<file path="config.mk">
export PLATFORM = sky130hd
export DESIGN_NAME = dmem_arbiter
export DESIGN_NICKNAME = d
export VERILOG_FILES = /design/src/rtl/dmem_arbiter.sv
export SDC_FILE = /design/constraint.sdc
export NUM_CORES = 1
export LEC_CHECK = 0
export CORE_AREA = 2 2 119 121
export DETAILED_ROUTE_END_ITERATION = 6
export DIE_AREA = 0 0 121 123
export GPL_TIMING_DRIVEN = 0
export HOLD_SLACK_MARGIN = 0.05
export PLACE_DENSITY_LB_ADDON = 0.2
export SLEW_MARGIN = 20
export SYNTH_ARGS = -nofsm -noshare
export SYNTH_HDL_FRONTEND = slang
export SYNTH_SLANG_ARGS = --single-unit
</file>
<file path="constraint.sdc">
create_clock -name clk -period 3.3 [get_ports clk]
set_clock_uncertainty 0.2 [all_clocks]
set_input_delay 0.99 -clock clk [delete_from_list [all_inputs] [get_ports clk]]
set_output_delay 0.99 -clock clk [all_outputs]
set_load 0.1 [all_outputs]
</file>
<file path="src/rtl/dmem_arbiter.sv">
// dmem_arbiter: shares the single-port data memory between the core's memory
// stage and one external req/gnt master. The core has priority by default.
// A starvation counter forces an external grant after STARVE_MAX denied cycles.
// A read locks the port until its data returns RD_LAT cycles after issue.
module dmem_arbiter #(
  parameter int ADDR_W     = 32,
  parameter int DATA_W     = 32,
  parameter int RD_LAT     = 1,
  parameter int STARVE_MAX = 4
) (
  input  logic              clk,
  input  logic              Rst,
  // core memory stage
  input  logic [3:0]        core_en,
  input  logic              core_wea,
  input  logic              core_rea,
  input  logic [ADDR_W-1:0] core_addr,
  input  logic [DATA_W-1:0] core_din,
  output logic [DATA_W-1:0] core_dout,
  output logic              mem_hold,
  // external master
  input  logic              ext_req,
  input  logic              ext_we,
  input  logic [3:0]        ext_be,
  input  logic [ADDR_W-1:0] ext_addr,
  input  logic [DATA_W-1:0] ext_wdata,
  output logic              ext_gnt,
  output logic              ext_rvalid,
  output logic [DATA_W-1:0] ext_rdata,
  // RAM port
  output logic [3:0]        ram_en,
  output logic              ram_we,
  output logic [ADDR_W-1:0] ram_addr,
  output logic [DATA_W-1:0] ram_din,
  input  logic [DATA_W-1:0] ram_dout
);

  typedef enum logic {
    ST_IDLE    = 1'b0,
    ST_RD_WAIT = 1'b1
  } state_t;

  // owner flag encoding for an in-flight read
  localparam logic OWN_CORE = 1'b0;
  localparam logic OWN_EXT  = 1'b1;

  localparam logic [1:0] LAT_INIT   = 2'(RD_LAT);
  localparam logic [3:0] STARVE_LIM = 4'(STARVE_MAX);

  state_t            state_reg, state_next;
  logic [1:0]        lat_cnt_reg, lat_cnt_next;
  logic              owner_reg, owner_next;
  logic [3:0]        starve_cnt_reg, starve_cnt_next;
  logic [DATA_W-1:0] core_hold_reg, core_hold_next;
  logic [DATA_W-1:0] ext_rdata_reg, ext_rdata_next;
  logic              ext_rvalid_reg, ext_rvalid_next;

  logic core_req;
  logic grant_core;
  logic grant_ext;
  logic data_valid;
  logic core_valid;
  logic ext_valid;

  // A core request needs at least one byte lane and an operation; a
  // simultaneous read+write is treated as a write.
  assign core_req   = (core_en != 4'd0) && (core_wea || core_rea);

  // The last wait cycle is the one in which ram_dout carries the read data.
  assign data_valid = (state_reg == ST_RD_WAIT) && (lat_cnt_reg == 2'd1);
  assign core_valid = data_valid && (owner_reg == OWN_CORE);
  assign ext_valid  = data_valid && (owner_reg == OWN_EXT);

  // State, latency counter, read owner, starvation count and data holders.
  always_ff @(posedge clk or negedge Rst) begin
    if (!Rst) begin
      state_reg      <= ST_IDLE;
      lat_cnt_reg    <= 2'd0;
      owner_reg      <= OWN_CORE;
      starve_cnt_reg <= 4'd0;
      core_hold_reg  <= '0;
      ext_rdata_reg  <= '0;
      ext_rvalid_reg <= 1'b0;
    end else begin
      state_reg      <= state_next;
      lat_cnt_reg    <= lat_cnt_next;
      owner_reg      <= owner_next;
      starve_cnt_reg <= starve_cnt_next;
      core_hold_reg  <= core_hold_next;
      ext_rdata_reg  <= ext_rdata_next;
      ext_rvalid_reg <= ext_rvalid_next;
    end
  end

  // Arbitration, RAM port drive, stall generation and next-state selection.
  always_comb begin
    state_next   = state_reg;
    lat_cnt_next = lat_cnt_reg;
    owner_next   = owner_reg;
    grant_core   = 1'b0;
    grant_ext    = 1'b0;
    ram_en       = 4'd0;
    ram_we       = 1'b0;
    ram_addr     = '0;
    ram_din      = '0;
    mem_hold     = 1'b0;

    case (state_reg)
      ST_IDLE: begin
        // The external master wins when alone or once it has starved long enough.
        if (ext_req && (!core_req || (starve_cnt_reg == STARVE_LIM))) begin
          grant_ext = 1'b1;
        end else if (core_req) begin
          grant_core = 1'b1;
        end

        if (grant_ext) begin
          ram_en   = ext_be;
          ram_we   = ext_we;
          ram_addr = ext_addr;
          ram_din  = ext_wdata;
          if (!ext_we) begin
            state_next   = ST_RD_WAIT;
            lat_cnt_next = LAT_INIT;
            owner_next   = OWN_EXT;
          end
        end else if (grant_core) begin
          ram_en   = core_en;
          ram_we   = core_wea;
          ram_addr = core_addr;
          ram_din  = core_din;
          if (!core_wea) begin
            state_next   = ST_RD_WAIT;
            lat_cnt_next = LAT_INIT;
            owner_next   = OWN_CORE;
          end
        end

        // Only a granted core write lets the pipeline advance this cycle.
        mem_hold = core_req && !(grant_core && core_wea);
      end

      ST_RD_WAIT: begin
        if (lat_cnt_reg == 2'd1) begin
          state_next = ST_IDLE;
        end else begin
          lat_cnt_next = lat_cnt_reg - 2'd1;
        end

        // A core read releases the pipeline in its data cycle; during an
        // external read any core request must wait.
        if (owner_reg == OWN_CORE) begin
          mem_hold = !data_valid;
        end else begin
          mem_hold = core_req;
        end
      end

      default: begin
        state_next = ST_IDLE;
      end
    endcase
  end

  // Next values for the starvation counter and the read-data holders.
  always_comb begin
    starve_cnt_next = starve_cnt_reg;
    core_hold_next  = core_hold_reg;
    ext_rdata_next  = ext_rdata_reg;
    ext_rvalid_next = ext_valid;

    if (grant_ext) begin
      starve_cnt_next = 4'd0;
    end else if (ext_req && (starve_cnt_reg < STARVE_LIM)) begin
      starve_cnt_next = starve_cnt_reg + 4'd1;
    end

    if (core_valid) begin
      core_hold_next = ram_dout;
    end

    if (ext_valid) begin
      ext_rdata_next = ram_dout;
    end
  end

  // Core read data bypasses the hold register in its data cycle.
  assign core_dout  = core_valid ? ram_dout : core_hold_reg;
  assign ext_gnt    = grant_ext;
  assign ext_rvalid = ext_rvalid_reg;
  assign ext_rdata  = ext_rdata_reg;

endmodule

</file>
==> results of run 1 <==
routing by layer:
metal	global-route usage, %	vias up	part of all wire, %
met2	39.99	194	52
met3	8.764	35	9.3
met4	10.90	2	4.2
li1	-	1749	-
met5	0	-	0.078
met1	23.98	1917	35
worst paths after layout:
check | start | end | slack [ps]
hold / removal | core_hold_reg[25]$_DFF_PN0_ | core_hold_reg[25]$_DFF_PN0_ | 300
min in group asynchronous | Rst | core_hold_reg[30]$_DFF_PN0_ | 390
setup / recovery | core_en[2] | ram_din[21] | -600
setup reg to reg | lat_cnt_reg[0]$_DFFE_PN0P_ | ext_rdata[7]$_DFFE_PN0P_ | 1140
max in group asynchronous | Rst | starve_cnt_reg[2]$_DFFE_PN0P_ | 1940
hold reg to reg | core_hold_reg[25]$_DFF_PN0_ | core_hold_reg[25]$_DFF_PN0_ | 300
stage by stage:
stage / setup TNS, ps / cells / hold slack [ps]
after floorplan: -30190 / 279 / 277.2
after global placement: -257400 / 768 / 278.5
after detailed placement: -159800 / 769 / 281.5
after CTS: -36760 / 800 / 297.5
after global routing: -41330 / 806 / 308.2
final: -38420 / 806 / 295.1
cell type report:
type / count / area [sq um]
tap: 180 / 225.2
clock buffer: 12 / 256.5
clock inverter: 4 / 51.30
fill: 1003 / 4787
sequential: 73 / 1827
buffer: 21 / 229.0
inverter: 7 / 26.28
timing repair buffer: 333 / 3986
antenna: 1 / 2.502
multi-input combinational: 175 / 2221
timing repair:
action / in CTS / in global routing
buffers inserted: 13 / 7
gates resized for setup: 937 / 25
cloned: 5 / 2
pin swaps: 30 / 18
endpoints found under the setup margin: 103 / 91
logic make-up (layout without fill, tap and decap cells):
logic type / after synthesis / in the layout / synth area share [%]
AOI/OAI and AO/OA: 82 / 82 / 18.78
DFF: 73 / 73 / 50.31
muxes: 65 / 65 / 20.12
buffers and inverters: 31 / 377 / 5.238
and+or+nand+nor: 23 / 23 / 4.032
adders and majority gates: 3 / 3 / 1.034
xor gates and xnor gates: 2 / 2 / 0.4825
other: 0 / 1 / 0
critical path: stages:
cell and delay, ps:
buf_6 90, or4_4 550, a21oi_2 160, o21a_1 170, buf_6 140, buf_12 130, clkbuf_16 150, a22o_4 140
buf_12 170
cell usage in the layout, fill, tap and decap left out, drive strengths merged, types with 2 or more instances in the layout:
master	instances
nand3b	2
nor4	4
a31oi	2
a22o	68
dlygate4sd2	3
clkbuf	17
nand3	2
nor2	8
a21oi	7
ha	3
nor3	2
clkinv	2
dfrtp	73
clkdlybuf4s50	198
inv	7
mux2	64
buf	148
==> run metrics, run 1 <==
# DRC 0; die area 14880 sq um; Synth async-reset ratio 100.0%; register area share after synthesis 50.31%; number of flops mapped to enable cells by yosys 0; Post-Route WL 17.92 mm; largest net degree at the start of global routing 42; Setup WS pre-CTS -2012 ps; max_slew headroom 31.77%; first-pass GRT wire length 25.21 mm; Post-CTS Hold Buffers 0; CTS sink count 73; Avg Cell Area, Syn 13.01 sq um; Worst R2R Path Depth 4; vias 3897; fin area 8825 sq um; min-delay worst type reg -> reg; hpwl dp 12.68 mm; RePlAce Congestion 0.7917; status complete, but fails checks; RSZ-0062 raised after global routing yes; Starting Density 26.68%; Antenna Nets Post-Route 0; Die X 121 um; Hold Vio Cnt, Final 0; Final Cycle Share 118.1%; Slew Limit Fails 0; Synth Warn # 0; DRT Pass-1 Iters 4; vias in the first global route 4253; gr usage total 22.77%; Final Util 64.83%; TritonCTS buffer count 9; H-Tree Depth 3; cell with the most instances after synthesis dfrtp_1; area leader, netlist dfrtp_1; Critical Path Sink Type output pin; Worst Hold Depth 1; top cells by count, synth 73 x dfrtp_1, 68 x a22o_1, 64 x mux2_2; crit path setup slack, layout -597.7 ps; antenna violations before repair 2; CTS tree yes; share of the synthesized area in the top cell type 50.31%; total of max-cap violations 0; Root Buffer clkbuf_16; Top FF cell, synth dfrtp_1; WS Path Type in -> out; core footprint 13610 sq um; Placement Rows 43; share of layout cells above drive strength 1 48.96%; Post-Syn Instances 279; die height 123 um; maximum fanout along the worst path 6; clock buffer depth 2; FMAX 256.6 MHz; CP startpoint kind primary input; DR iter-0 viols 138; net count after synthesis 456; # setup viols final 71; DR WL/cell 22.23 um; Seq cells post-synth 73; Clock Latency Late Sink 330 ps; Worst Path Arrival 2710 ps; fin crit period 3898 ps; DP Area 7103 sq um; IO Port Bufs 309; failing checks negative setup slack; gr ovfl total 0; Synth Cell Area 3631 sq um; Synth cell types 30; WP data required 2110 ps; Synth area leaders dfrtp_1 50%, mux2_2 20%, a22o_1 16%; Area growth, synth to finish 143.0%; Least-Margin Pin Slew 1020 ps; Worst-path clk slew 60 ps; Final #Nets 797; via-per-instance ratio 4.835; io pins 310
Power of run 1 is not shown: default switching activity piles up to over one toggle a cycle in this logic, so the estimate is an artifact.
==> run 2, diff against run 1 <==
clock period = 3.55 ns   (was 3.3 ns; I/O delays follow)
==> run 2 against run 1 <==
The run still ends with negative setup slack left; clock-buffer cell count stayed put; sequential share of layout area is essentially flat; cell count increased by 0.25%; design area hardly changed; utilization up 0.064 points; largest cell class unchanged; via count rose by 0.62%; register-to-register slack gained 90 ps; flip-flop and latch count unchanged; worst hold slack hardly changed; first-iteration DRC count fell by 9.4%; critical path depth unchanged.
==> run metrics, run 2 (synthesized netlist as in run 1, its figures left out) <==
status complete, but fails checks; failing checks negative setup slack; io pins 310; # DRC 0; Placement Rows 43; Root Buffer clkbuf_16; CP Cell Sequence buf_6, or4_4, a21oi_2, o21a_1, buf_6, buf_12, clkbuf_16, a22o_4, buf_12; WP data required 2280 ps; gr usage total 22.77%; share of layout cells above drive strength 1 48.64%; Slew Limit Fails 0; Antenna Nets Post-Route 0; Worst Path Arrival 2790 ps; Post-CTS Hold Buffers 0; Area growth, synth to finish 143.3%; critical path's slowest cell or4_4; CP startpoint kind primary input; Hold Path End core_hold_reg[25]$_DFF_PN0_; Final Cycle Share 114.2%; Worst-path clk slew 60 ps; Clock Latency Late Sink 330 ps; Critical Path Sink Type output pin; die area 14880 sq um; CTS sink count 73; RePlAce Congestion 0.7917; antenna violations before repair 2; vias 3921; vias in the first global route 4264; DR iter-0 viols 125; Hold Vio Cnt, Final 0; die height 123 um; Worst Hold Depth 1; reg2reg setup slack 1230 ps; via-per-instance ratio 4.853; hpwl dp 12.68 mm; clock buffer depth 2; total of max-cap violations 0; hold path startpoint core_hold_reg[25]$_DFF_PN0_; Max stage delay on crit path 550 ps; RSZ-0062 raised after global routing yes; most frequent cells in the layout 198 x clkdlybuf4s50_1, 76 x buf_12, 73 x dfrtp_1; FMAX 246.7 MHz; maximum fanout along the worst path 6; Starting Density 26.68%; core footprint 13610 sq um; CTS tree yes; fin crit period 4053 ps; gr ovfl total 0; # setup viols final 71; Worst R2R Path Depth 5; min-delay worst type reg -> reg; TritonCTS buffer count 9; WS Path Type in -> out; first-pass GRT wire length 25.24 mm; DRT Pass-1 Iters 4; Die X 121 um; H-Tree Depth 3; IO Port Bufs 309; Least-Margin Pin Slew 1013 ps; DR WL/cell 22.25 um; Post-Route WL 17.98 mm; worst r2r src lat_cnt_reg[0]$_DFFE_PN0P_; crit path setup slack, layout -503.2 ps; Final #Nets 799; Setup WS pre-CTS -1912 ps; r2r endpoint ext_rdata[7]$_DFFE_PN0P_; most common cell after layout, fill and taps aside clkdlybuf4s50_1; max_slew headroom 32.23%; largest net degree at the start of global routing 42
[run 2: cell types whose count changed in the layout (fill, tap and decap cells not counted)]
cell,before,now
clkbuf_1,3,5
buf_6,16,17
buf_4,47,46
ha_1,2,3
ha_2,1,0
[run 2: how the worst max path moves through the flow]
stage,endpoint,from,slack (ps)
CTS,ram_din[23],core_en[2],-480
global route,ram_din[16],core_en[2],-540
global placement,ram_addr[25],ext_req,-1890
detailed placement,ram_addr[25],ext_req,-1910
finish,ram_din[17],core_en[2],-500
floorplan,ram_addr[0],core_en[0],-340
[run 2: cell type report]
class / instances / area (sq um)
inverter: 7 / 26.28
clock inverter: 4 / 51.30
buffer: 23 / 236.5
fill: 1011 / 4778
sequential: 73 / 1827
clock buffer: 12 / 256.5
multi-input combinational: 175 / 2218
timing repair buffer: 333 / 3990
tap: 180 / 225.2
antenna: 1 / 2.502
[run 2: timing repair]
item	4_1_cts	5_1_grt
resized for setup	930	32
setup buffers	13	7
gates cloned	5	2
pin swaps	30	18
setup endpoints to repair	103	103
[run 2: critical path: cells and delay by family]
kind	cells	cell delay, ps
buf+inv	5	680
simple gates	1	550
compound gates	3	480
[run 2: per-layer routing]
layer | vias to the layer above | GRT usage, % | wire length [um]
met5 | - | 0 | 13
met4 | 2 | 10.90 | 745
met3 | 36 | 8.625 | 1702
met2 | 207 | 39.96 | 9296
met1 | 1923 | 24.10 | 6222
li1 | 1753 | - | -
[run 2: through the flow]
step | utilization [%] | cell area (sq um) | std cells | setup TNS, ps | hold slack, ps
5_1_grt | 64.90 | 8833 | 808 | -34290 | 308.2
4_1_cts | 63.89 | 8697 | 801 | -29660 | 297.5
3_3_place_gp | 52.05 | 7086 | 768 | -232790 | 278.5
6_report | 64.90 | 8833 | 808 | -31180 | 295.1
2_1_floorplan | - | 3767 | 279 | -23120 | 277.2
3_5_place_dp | 52.18 | 7103 | 769 | -147650 | 281.5
Power of run 2 is left out for the same reason.
==> run 3, diff against run 2 <==
clock period = 3.7 ns   (was 3.55 ns; I/O delays follow)
==> run 3 against run 2 <==
Utilization down 0.16 points; wire length up 2.0%; flip-flop and latch count unchanged; design area down 0.24%; register-to-register slack better by 120 ps; the flow still finishes with violations (negative setup slack); first-iteration DRC count down 14%; die area unchanged.
==> run metrics, run 3 (synthesized netlist as in run 1, its figures left out) <==
vias 3906; Max stage delay on crit path 550 ps; Fillers 989; CTS sink count 73; CP startpoint kind primary input; TritonCTS buffer count 9; fin crit period 4132 ps; largest net degree at the start of global routing 39; core footprint 13610 sq um; WS Path Type in -> out; CP endpoint ram_addr[20]; Hold Vio Cnt, Final 0; max_slew headroom 30.46%; DRT Pass-1 Iters 4; hpwl dp 12.82 mm; # setup viols final 71; Critical Path Sink Type output pin; most common cell after layout, fill and taps aside clkdlybuf4s50_1; Worst Path Arrival 2820 ps; CP Buf/Inv Count 5; RSZ-0062 raised after global routing yes; die area 14880 sq um; failing checks negative setup slack; Worst R2R Path Depth 5; Fin Hold WS 295.2 ps; Slew Limit Fails 0; H-Tree Depth 3; via-per-instance ratio 4.870; total of max-cap violations 0; CP startpoint core_en[1]; Antenna Nets Post-Route 0; gr ovfl total 0; antenna violations before repair 2; RePlAce Congestion 0.7829; die height 123 um; Die X 121 um; hold path startpoint core_hold_reg[26]$_DFF_PN0_; most frequent cells in the layout 198 x clkdlybuf4s50_1, 75 x buf_12, 73 x dfrtp_1; Area growth, synth to finish 142.7%; Clock Latency Late Sink 330 ps; DR iter-0 viols 108; clock buffer depth 2; maximum fanout along the worst path 5; IO Port Bufs 309; vias in the first global route 4171; Least-Margin Pin Slew 1040 ps; WP data required 2390 ps; r2r endpoint ext_rdata[9]$_DFFE_PN0P_; share of layout cells above drive strength 1 49.04%; gr usage total 23.65%; Final #Nets 794; ant diodes 0; critical path's slowest cell or4_4; Worst-path clk slew 60 ps; multi-input gate area in the final layout 2273 sq um; CP Cell Sequence buf_8, or4_4, a21oi_4, o21a_4, buf_16, buf_12, buf_8, a22o_4, buf_12; Root Buffer clkbuf_16; CP Depth 9; Post-CTS Hold Buffers 0; Starting Density 26.68%; crit path setup slack, layout -432.0 ps; status complete, but fails checks; # DRC 0; CTS tree yes; io pins 310; worst r2r src lat_cnt_reg[0]$_DFFE_PN0P_; Register Area 1827 sq um; first-pass GRT wire length 26.06 mm; FMAX 242.0 MHz; Final Cycle Share 111.7%; Post-Route WL 18.34 mm; Placement Rows 43; Crit path max-delay family buffers and inverters; min-delay worst type reg -> reg; reg2reg setup slack 1350 ps; DR WL/cell 22.87 um
run 3: cell count changes in the layout (fill, tap and decap cells not counted), moves of 2 or more:
cell             delta
buf_6              -10
clkinvlp_4          +2
buf_4               -6
clkinv_2            +2
clkbuf_16           -2
clkdlybuf4s15_2     +2
buf_8               +7
clkbuf_8            -2
clkbuf_4            +6
buf_2               -2
run 3: worst min-delay path by stage:
stage | end | slack, ps | cells after the start
6_report | core_hold_reg[26]$_DFF_PN0_ | 300 | 1
5_1_grt | core_hold_reg[25]$_DFF_PN0_ | 300 | 1
4_1_cts | core_hold_reg[26]$_DFF_PN0_ | 300 | 1
3_5_place_dp | core_hold_reg[26]$_DFF_PN0_ | 280 | 1
3_3_place_gp | core_hold_reg[22]$_DFF_PN0_ | 280 | 1
2_1_floorplan | lat_cnt_reg[1]$_DFFE_PN0P_ | 280 | 1
run 3: through the flow:
stage | setup slack (ps) | util, % | std cells | TNS (ps) | cell area, sq um
6_report | -432.0 | 64.74 | 802 | -24200 | 8812
5_1_grt | -472.9 | 64.74 | 802 | -27500 | 8812
4_1_cts | -424.3 | 65.43 | 807 | -26600 | 8906
3_5_place_dp | -1939 | 52.18 | 769 | -143250 | 7103
3_3_place_gp | -1871 | 52.05 | 768 | -221550 | 7086
2_1_floorplan | -275.2 | - | 279 | -18920 | 3767
run 3: layer usage:
| metal | up-vias | share of wire (%) | track usage [%] |
|---|---|---|---|
| met1 | 1926 | 36 | 27.05 |
| met4 | 4 | 3.2 | 9.084 |
| li1 | 1745 | - | - |
| met3 | 32 | 10 | 9.317 |
| met5 | - | 0.15 | 0 |
| met2 | 199 | 50 | 39.89 |
run 3: timing repair:
item / 4_1_cts / 5_1_grt
buffers inserted: 15 / 5
gates resized for setup: 954 / 14
pin swaps: 60 / 17
endpoints found under the hold margin: 0 / 0
gates cloned: 8 / 0
endpoints found under the setup margin: 103 / 103
run 3: layout make-up:
cell class / count / share of cell area (%)
Clock inverter: 7 / 0.5253
Buffer: 19 / 1.732
Timing Repair Buffer: 332 / 45.80
Clock buffer: 9 / 2.556
Inverter: 7 / 0.2982
Multi-Input combinational cell: 175 / 25.80
Sequential cell: 73 / 20.73
Tap cell: 180 / 2.556
run 3: worst register-to-register path: stages (launching register included):
cell	delay, ps
dfrtp_1	410
ha_1	210
clkbuf_1	180
nand3_1	270
clkbuf_1	560
mux2_2	410
Power of run 3 is left out for the same reason.
